**config.mk**
```make
export PLATFORM = sky130hd
export DESIGN_NAME = ttt_ai_player
export DESIGN_NICKNAME = d
export VERILOG_FILES = /design/src/rtl/ttt_ai_player.sv
export SDC_FILE = /design/constraint.sdc
export NUM_CORES = 1
export LEC_CHECK = 0
export BUFFER_PORTS_ARGS = -buffer_cell sky130_fd_sc_hd__buf_4
export CORE_MARGIN = 3
export CORE_UTILIZATION = 43
export CTS_CLUSTER_DIAMETER = 120
export DETAILED_ROUTE_END_ITERATION = 8
export GPL_TIMING_DRIVEN = 0
export PLACE_DENSITY_LB_ADDON = 0.05
export SKIP_CTS_REPAIR_TIMING = 1
export SKIP_LAST_GASP = 1
export SLEW_MARGIN = 20
export SYNTH_ARGS = -nofsm -noshare
export SYNTH_HDL_FRONTEND = slang
export SYNTH_SLANG_ARGS = --single-unit
```
**constraint.sdc**
```tcl
create_clock -name clk -period 4.6 [get_ports clk]
set_input_delay 0.92 -clock clk [delete_from_list [all_inputs] [get_ports clk]]
set_output_delay 0.92 -clock clk [all_outputs]
set_load 0.005 [all_outputs]
```
**src/rtl/ttt_ai_player.sv**
```systemverilog
// Tic-tac-toe move picker: scans for a winning line, then a blocking line, then
// falls back to a fixed cell order, one line or cell per clock.
module ttt_ai_player #(
  parameter int unsigned PREFER_CENTER = 1
) (
  input  logic        clk,
  input  logic        reset,
  input  logic        start,
  input  logic [1:0]  ai_player,
  input  logic [17:0] board,
  input  logic        game_over,
  output logic        move_valid,
  output logic [3:0]  move_pos,
  output logic [1:0]  move_player,
  output logic        busy,
  output logic        no_move
);

  typedef enum logic [1:0] {Idle, WinScan, BlockScan, Fallback} state_e;

  state_e      state_q, state_d;
  logic [3:0]  idx_q, idx_d;
  logic [17:0] snap_q, snap_d;
  logic [1:0]  ai_q, ai_d;
  logic        move_valid_d, no_move_d;
  logic [3:0]  move_pos_d;
  logic [1:0]  move_player_d;

  logic [1:0]  cells [9];
  logic [3:0]  c0, c1, c2, fb_cell;
  logic [1:0]  target;
  logic        hit;
  logic [3:0]  hit_pos;

  always_comb begin
    for (int i = 0; i < 9; i++) begin
      cells[i] = snap_q[2*i +: 2];
    end
  end

  always_comb begin
    unique case (idx_q[2:0])
      3'd0:    begin c0 = 4'd0; c1 = 4'd1; c2 = 4'd2; end
      3'd1:    begin c0 = 4'd3; c1 = 4'd4; c2 = 4'd5; end
      3'd2:    begin c0 = 4'd6; c1 = 4'd7; c2 = 4'd8; end
      3'd3:    begin c0 = 4'd0; c1 = 4'd3; c2 = 4'd6; end
      3'd4:    begin c0 = 4'd1; c1 = 4'd4; c2 = 4'd7; end
      3'd5:    begin c0 = 4'd2; c1 = 4'd5; c2 = 4'd8; end
      3'd6:    begin c0 = 4'd0; c1 = 4'd4; c2 = 4'd8; end
      default: begin c0 = 4'd2; c1 = 4'd4; c2 = 4'd6; end
    endcase
  end

  always_comb begin
    fb_cell = idx_q;
    if (PREFER_CENTER != 0) begin
      case (idx_q)
        4'd0:    fb_cell = 4'd4;
        4'd1:    fb_cell = 4'd0;
        4'd2:    fb_cell = 4'd2;
        4'd3:    fb_cell = 4'd6;
        4'd4:    fb_cell = 4'd8;
        4'd5:    fb_cell = 4'd1;
        4'd6:    fb_cell = 4'd3;
        4'd7:    fb_cell = 4'd5;
        default: fb_cell = 4'd7;
      endcase
    end
  end

  // A hit needs two cells equal to the target side and the third strictly empty;
  // neutral 11 cells match neither.
  always_comb begin
    target  = (state_q == WinScan) ? ai_q : (2'd3 - ai_q);
    hit     = 1'b0;
    hit_pos = c2;
    if (cells[c0] == target && cells[c1] == target && cells[c2] == 2'b00) begin
      hit = 1'b1; hit_pos = c2;
    end else if (cells[c0] == target && cells[c2] == target && cells[c1] == 2'b00) begin
      hit = 1'b1; hit_pos = c1;
    end else if (cells[c1] == target && cells[c2] == target && cells[c0] == 2'b00) begin
      hit = 1'b1; hit_pos = c0;
    end
  end

  always_comb begin
    state_d       = state_q;
    idx_d         = idx_q;
    snap_d        = snap_q;
    ai_d          = ai_q;
    move_valid_d  = 1'b0;
    no_move_d     = 1'b0;
    move_pos_d    = move_pos;
    move_player_d = move_player;
    unique case (state_q)
      Idle: begin
        if (start && !game_over && (ai_player == 2'd1 || ai_player == 2'd2)) begin
          snap_d  = board;
          ai_d    = ai_player;
          idx_d   = 4'd0;
          state_d = WinScan;
        end
      end
      WinScan, BlockScan: begin
        if (hit) begin
          move_valid_d  = 1'b1;
          move_pos_d    = hit_pos;
          move_player_d = ai_q;
          state_d       = Idle;
        end else if (idx_q == 4'd7) begin
          idx_d   = 4'd0;
          state_d = (state_q == WinScan) ? BlockScan : Fallback;
        end else begin
          idx_d = idx_q + 4'd1;
        end
      end
      default: begin
        if (cells[fb_cell] == 2'b00) begin
          move_valid_d  = 1'b1;
          move_pos_d    = fb_cell;
          move_player_d = ai_q;
          state_d       = Idle;
        end else if (idx_q == 4'd8) begin
          no_move_d = 1'b1;
          state_d   = Idle;
        end else begin
          idx_d = idx_q + 4'd1;
        end
      end
    endcase
  end

  always_ff @(posedge clk) begin
    if (reset) begin
      state_q     <= Idle;
      idx_q       <= 4'd0;
      snap_q      <= 18'd0;
      ai_q        <= 2'd0;
      move_valid  <= 1'b0;
      no_move     <= 1'b0;
      move_pos    <= 4'd0;
      move_player <= 2'd0;
    end else begin
      state_q     <= state_d;
      idx_q       <= idx_d;
      snap_q      <= snap_d;
      ai_q        <= ai_d;
      move_valid  <= move_valid_d;
      no_move     <= no_move_d;
      move_pos    <= move_pos_d;
      move_player <= move_player_d;
    end
  end

  assign busy = (state_q != Idle);

endmodule
```
==> metrics.yaml, run 1 <==
timing:
  fin_skew_ns: 0.004131
  fmax_mhz: 230.2
  timing.final.crit_share: 0.9444
  timing.slew.headroom: 0.5066
  fin_crit_ns: 4.344
  rsz0062_at_grt: "no"
  layout_setup_ws_ns: 0.2557
  hold_violations: 0
  tightestPinTransition_ns: 0.7349
  drv_slew: 0
  setup_violations: 0
  fin_tns_setup_ns: 0
worst_setup_path:
  startpoint: "idx_q[0]"
  criticalPathCategory: "reg2reg"
  worstRegToRegCells: 17
  required_ns: 4.77
  cp_slowest_stage_delay_ns: 0.46
  worstPathArrival_ns: 4.52
  worstReg2RegStart: "idx_q[0]"
  crit_path_top_delay_cell: "or4_1"
  cp_num_buf_inv: 5
  startpoint_type: "flip-flop"
  endpoint_kind: "flip-flop"
  rrSetupSlack_ns: 0.26
  cp.depth: 17
  crit_fanout: 10
  crit_family: "compound AO/OA/AOI/OAI gates"
  crit_chain: "buf_4, inv_1, ha_1, buf_2, or4_1, clkbuf_2, mux2i_1, a211oi_2, a21oi_2, xnor2_1, a31o_4, a221o_1, buf_4, or3_1, a21o_1, ha_1, o2bb2ai_1"
synth:
  yosysUniqueCellTypes: 72
  synth_fa_ha_area_frac: 0.06108
  syn_inst: 344
  postSynthAreaPerCell_um2: 8.336
  synth-compound-area-share: 0.1841
  synth_seq_cells: 38
  ys_warn_count: 0
  synthSimpleGateAreaFrac: 0.2474
  async_flop_share: 0
  synth-seq-area-share: 0.2653
  syn-cell-area_um2: 2868
  synth_nets: 382
  muxShareOfSynthArea: 0.1514
  synth_enable_flop_cells: 0
  synth_top_family_by_area: "simple AND/OR/NAND/NOR gates"
  synthFlopType: "dfxtp_1"
  synth-xor-area-share: 0.03621
clock_tree:
  cts_buffers: 5
  cts_tree: "built"
  cts.sinks: 38
  ctsRootBufferMaster: "clkbuf_8"
  cts_htree_levels: 2
  clk_pin_slew_ns: 0.08
  clk_latency_ns: 0.29
  cts_buffer_depth: 2
final_layout:
  nets: 422
  syn_to_final_growth_pct: 16.93
  final_cells: 462
  num-fill-cells: 652
  final_area_um2: 3353
  antenna_cells: 0
  drive_above_1_share: 0.1870
pwr:
  p_per_area_nw_per_um2: 436.5
  p_leak_nw: 1.424
  total_power_mw: 1.464
  ir_worst_vdd_mv: 0.1710
routing:
  drt_iter0_drc: 244
  antenna_left: 0
  routed_via_density: 5.803
  drt_pass1_iterations: 5
  routedWlPerCell_um: 17.24
  num_vias: 2681
  drt_wl_total_mm: 7.966
  drc_errors: 0
global_routing:
  grt_pass1_wl_mm: 13.23
  grt_max_degree: 12
  antenna_found_initial: 0
  track_usage: 0.2208
  overflow: 0
  grt_pass1_vias: 2553
placed_design:
  dpl_cell_area_um2: 3197
  routabilityCongestion: 0.9752
  port_buffers: 31
  preCtsSetupSlack_ns: -0.2329
  dpl.cell_count: 452
  hpwl_mm: 6.281
die:
  io_pins: 33
  core_um2: 6422
  die_area_um2: 7685
  die_w_um: 87.67
  die_height_um: 87.67
  placementRows: 29
  initial_core_util: 0.4465
outcome:
  outcome: "finished clean"
flow_run:
  max_cap_viol_count: 0
min_path:
  hold_start: "move_pos[0]"
  hold_path.class: "reg2reg"
layout by cell type, fill, tap and decap left out, types with 3 or more instances in the layout:
cell,netlist,layout
o211ai_1,3,3
clkbuf_8,0,6
o31ai_1,4,4
nor3b_1,7,7
clkbuf_1,12,11
nor3_1,12,11
ha_1,14,14
o21ai_0,14,13
mux2_2,3,3
nand2b_1,7,7
nand2_1,14,14
nor2_1,45,45
or3_1,5,5
nor2b_1,6,6
a211oi_1,4,3
a21oi_1,15,14
mux2i_1,34,34
inv_1,17,17
xnor2_1,6,6
or4_1,3,3
buf_4,1,35
dfxtp_1,38,37
xor2_1,4,3
a31oi_1,3,3
nand3_1,10,10
synthesized netlist by cell type, types with 4 or more instances:
library cell  count  area (µm²)
nand2_1          14       52.55
mux2i_1          34       340.3
a21oi_1          15       75.07
o21ai_0          14       70.07
nand2b_1          7       43.79
xor2_1            4       35.03
inv_1            17       63.81
nor2b_1           6       37.54
nor3_1           12       60.06
nand3_1          10       50.05
xnor2_1           6       52.55
o31ai_1           4       30.03
or3_1             5       31.28
a211oi_1          4       30.03
nor3b_1           7       52.55
nor2_1           45       168.9
ha_1             14       175.2
clkbuf_1         12       45.04
dfxtp_1          38       760.7
worst min-delay path by stage:
| stage | to | slack [ns] | cells after the start |
|---|---|---|---|
| after floorplan | move_pos[0] | 0.47 | 2 |
| after global placement | move_pos[0] | 0.47 | 2 |
| after detailed placement | move_pos[0] | 0.47 | 2 |
| after CTS | move_pos[0] | 0.48 | 2 |
| after global routing | move_pos[0] | 0.53 | 2 |
| final | move_pos[0] | 0.48 | 2 |
metrics by stage:
stage,utilization,hold WS [ns]
2_1_floorplan,-,0.4658
3_3_place_gp,0.4978,0.4697
3_5_place_dp,0.4978,0.4713
4_1_cts,0.5120,0.4806
5_1_grt,0.5221,0.5309
6_report,0.5221,0.4764
report_power, final:
part / total (mW) / switching, mW / internal (mW) / leakage [nW]
registers: 0.397 / 0.0334 / 0.363 / 0.308
clock network: 0.243 / 0.122 / 0.121 / 0.0482
logic: 0.824 / 0.483 / 0.341 / 1.07
total: 1.46 / 0.638 / 0.825 / 1.42
layer usage:
| layer | vias up | global-route usage | part of all wire |
|---|---|---|---|
| met5 | - | 0 | 0 |
| met2 | 76 | 0.3432 | 0.45 |
| met4 | 0 | 0.06695 | 0.016 |
| met1 | 1257 | 0.3169 | 0.49 |
| met3 | 14 | 0.02916 | 0.040 |
| li1 | 1334 | - | - |
tightest hold or removal path: cells and delay by family, from the launching register on:
kind / cells / cell delay [ns]
AOI/OAI and AO/OA: 1 / 0.06
DFF: 1 / 0.31
and+or+nand+nor: 1 / 0.06
area by class of cell:
type                    instances  area (µm²)  share of cell area
multi-input cells             270        1992              0.5940
flip-flops and latches         38       762.0              0.2272
repair buffers                 33       247.7             0.07388
plain buffers                  19       100.1             0.02985
well taps                      77       96.34             0.02873
clock buffers                   7       86.33             0.02575
inverters                      17       63.81             0.01903
clock inverters                 1       5.005            0.001493
kinds of logic (layout without fill, tap and decap cells):
kind of cell             after synthesis  count (layout)
AND/OR/NAND/NOR                      133             133
AO/OA/AOI/OAI                         72              72
multiplexers                          40              40
flip-flops                            38              38
buffers and inverters                 36              77
adder cells (fa/ha/maj)               14              14
XOR/XNOR                              11              11
(Power assumes the default switching activity.)
==> inputs of run 2 (changes only) <==
==> constraint.sdc (replaced) <==
create_clock -name clk -period 5.35 [get_ports clk]
set_input_delay 1.07 -clock clk [delete_from_list [all_inputs] [get_ports clk]]
set_output_delay 1.07 -clock clk [all_outputs]
set_load 0.005 [all_outputs]
==> metrics.yaml, run 2 (synthesis results as in run 1) <==
timing:
  tightestPinTransition_ns: 0.7458  # +0.01089 ns
  fin_crit_ns: 4.831  # +0.4869 ns
  fin_tns_setup_ns: 0  # unchanged
  setup_violations: 0  # unchanged
  hold_violations: 0  # unchanged
  fmax_mhz: 207.0  # -10%
  rsz0062_at_grt: "no"
  fin_skew_ns: 0.004923  # +0.0007925 ns
  timing.slew.headroom: 0.4992  # -0.007310
  timing.final.crit_share: 0.9030  # -0.04139
  drv_slew: 0  # unchanged
placed_design:
  dpl.cell_count: 452  # unchanged
  hpwl_mm: 6.281  # unchanged
  routabilityCongestion: 0.9752  # unchanged
  port_buffers: 31  # unchanged
routing:
  num_vias: 2667  # -0.52%
  drt_wl_total_mm: 7.885  # -1.0%
  drt_iter0_drc: 262  # +7.4%
  routed-wl-met2_mm: 3.523  # -1.9%
  met3WireLength_um: 392  # +22%
  antenna_left: 0  # unchanged
  drt_pass1_iterations: 4  # -1
  wl_met1_mm: 3.835  # -2.2%
  routed_via_density: 5.798  # about the same
  top_layer: "met4"
  routedWlPerCell_um: 17.14  # -0.59%
  drc_errors: 0  # unchanged
global_routing:
  grt_max_degree: 12  # unchanged
  overflow: 0  # unchanged
  grt_pass1_wl_mm: 13.23  # unchanged
  antenna_found_initial: 0  # unchanged
  track_usage: 0.2208  # unchanged
  grt_pass1_vias: 2553  # unchanged
clock_tree:
  ctsRootBufferMaster: "clkbuf_8"
  clk_pin_slew_ns: 0.08  # about the same
  cts_buffers: 5  # unchanged
  cts_buffer_depth: 2  # unchanged
  cts_tree: "built"
  cts.sinks: 38  # unchanged
  cts_htree_levels: 2  # unchanged
  clk_latency_ns: 0.29  # about the same
worst_setup_path:
  crit_path_top_delay_cell: "or4b_2"
  cp_slowest_stage_delay_ns: 0.64  # +0.18 ns
  startpoint_type: "flip-flop"
  worstReg2RegStart: "idx_q[1]"
  endpoint_kind: "flip-flop"
  crit_fanout: 10  # unchanged
  worstPathArrival_ns: 5.06  # +0.54 ns
  worstRegToRegCells: 16  # -1
  criticalPathCategory: "reg2reg"
  crit_chain: "clkbuf_1, inv_1, ha_1, buf_2, nor3b_1, o21ai_0, o221ai_1, or4b_2, a32oi_1, and2_1, a221o_1, buf_4, mux2i_1, nor2_1, ha_1, mux2i_1"
  rrSetupSlack_ns: 0.52  # +0.26 ns
  required_ns: 5.58  # +0.81 ns
min_path:
  hold_path.class: "reg2reg"
  hold_start: "move_pos[0]"
  min_delay_worst_endpoint: "move_pos[0]"
  holdPathStages: 2  # unchanged
die:
  die_area_um2: 7685  # unchanged
  initial_core_util: 0.4465  # unchanged
  placementRows: 29  # unchanged
  die_height_um: 87.67  # unchanged
  die_w_um: 87.67  # unchanged
  io_pins: 33  # unchanged
  core_um2: 6422  # unchanged
final_layout:
  final_cells: 460  # -0.43%
  mostFrequentLayoutCells: "nor2_1 (45), dfxtp_1 (38), mux2i_1 (34)"
  syn_to_final_growth_pct: 14.79
  antenna_cells: 0  # unchanged
  layout_commonest_cell: "nor2_1"
  drive_above_1_share: 0.1593  # -0.02774
  nets: 420  # -0.47%
pwr:
  p_leak_nw: 1.404  # -1.4%
  p_per_area_nw_per_um2: 374.5  # -14%
  ir_worst_vdd_mv: 0.1442  # -16%
outcome:
  outcome: "finished clean"
flow_run:
  max_cap_viol_count: 0  # unchanged
run 2: worst max-delay path by stage:
| stage | from | endpoint | slack, ns | cells after the start |
|---|---|---|---|---|
| final | idx_q[1] | flip-flop | 0.52 | 16 |
| after CTS | idx_q[1] | flip-flop | 0.47 | 16 |
| after floorplan | idx_q[0] | flip-flop | 1.19 | 17 |
| after detailed placement | idx_q[1] | flip-flop | 0.52 | 16 |
| after global routing | idx_q[0] | flip-flop | 0.14 | 17 |
| after global placement | idx_q[0] | flip-flop | 0.49 | 16 |
run 2: layout make-up:
class	instances	area, µm²
Sequential cell	38	760.7
Inverter	17	63.81
Multi-Input combinational cell	270	1954
Clock inverter	1	5.005
Tap cell	77	96.34
Clock buffer	7	86.33
Buffer	19	92.59
Fill cell	661	3131
Timing Repair Buffer	31	232.7
run 2: metrics by stage:
| step | hold WS, ns | utilization | cell area (µm²) | power (mW) | setup WS (ns) |
|---|---|---|---|---|---|
| CTS | 0.4806 | 0.5120 | 3288 | 1.230 | 0.4684 |
| global placement | 0.4697 | 0.4978 | 3197 | 1.018 | 0.4915 |
| finish | 0.4771 | 0.5126 | 3292 | 1.233 | 0.5188 |
| global route | 0.5309 | 0.5126 | 3292 | 1.328 | 0.1426 |
| detailed placement | 0.4713 | 0.4978 | 3197 | 1.022 | 0.5171 |
| floorplan | 0.4658 | - | 2868 | 0.8510 | 1.187 |
run 2: power by group:
group          total [mW]  internal, mW  switching [mW]
Sequential          0.341         0.313          0.0282
Clock               0.209         0.104           0.105
Combinational       0.683         0.281           0.402
Total                1.23         0.698           0.535
run 2: routing by layer:
layer | track usage | vias up
li1 | - | 1335
met1 | 0.3169 | 1239
met4 | 0.06695 | 0
met2 | 0.3432 | 81
met3 | 0.02916 | 12
met5 | 0 | -
run 2: critical path, delay by kind of cell, from the launching register on:
kind	cells	cell delay, ns
muxes	2	0.47
DFF	1	0.42
and+or+nand+nor	4	1.13
AOI/OAI and AO/OA	4	1.24
adders and majority gates	2	0.55
buffers and inverters	4	0.96
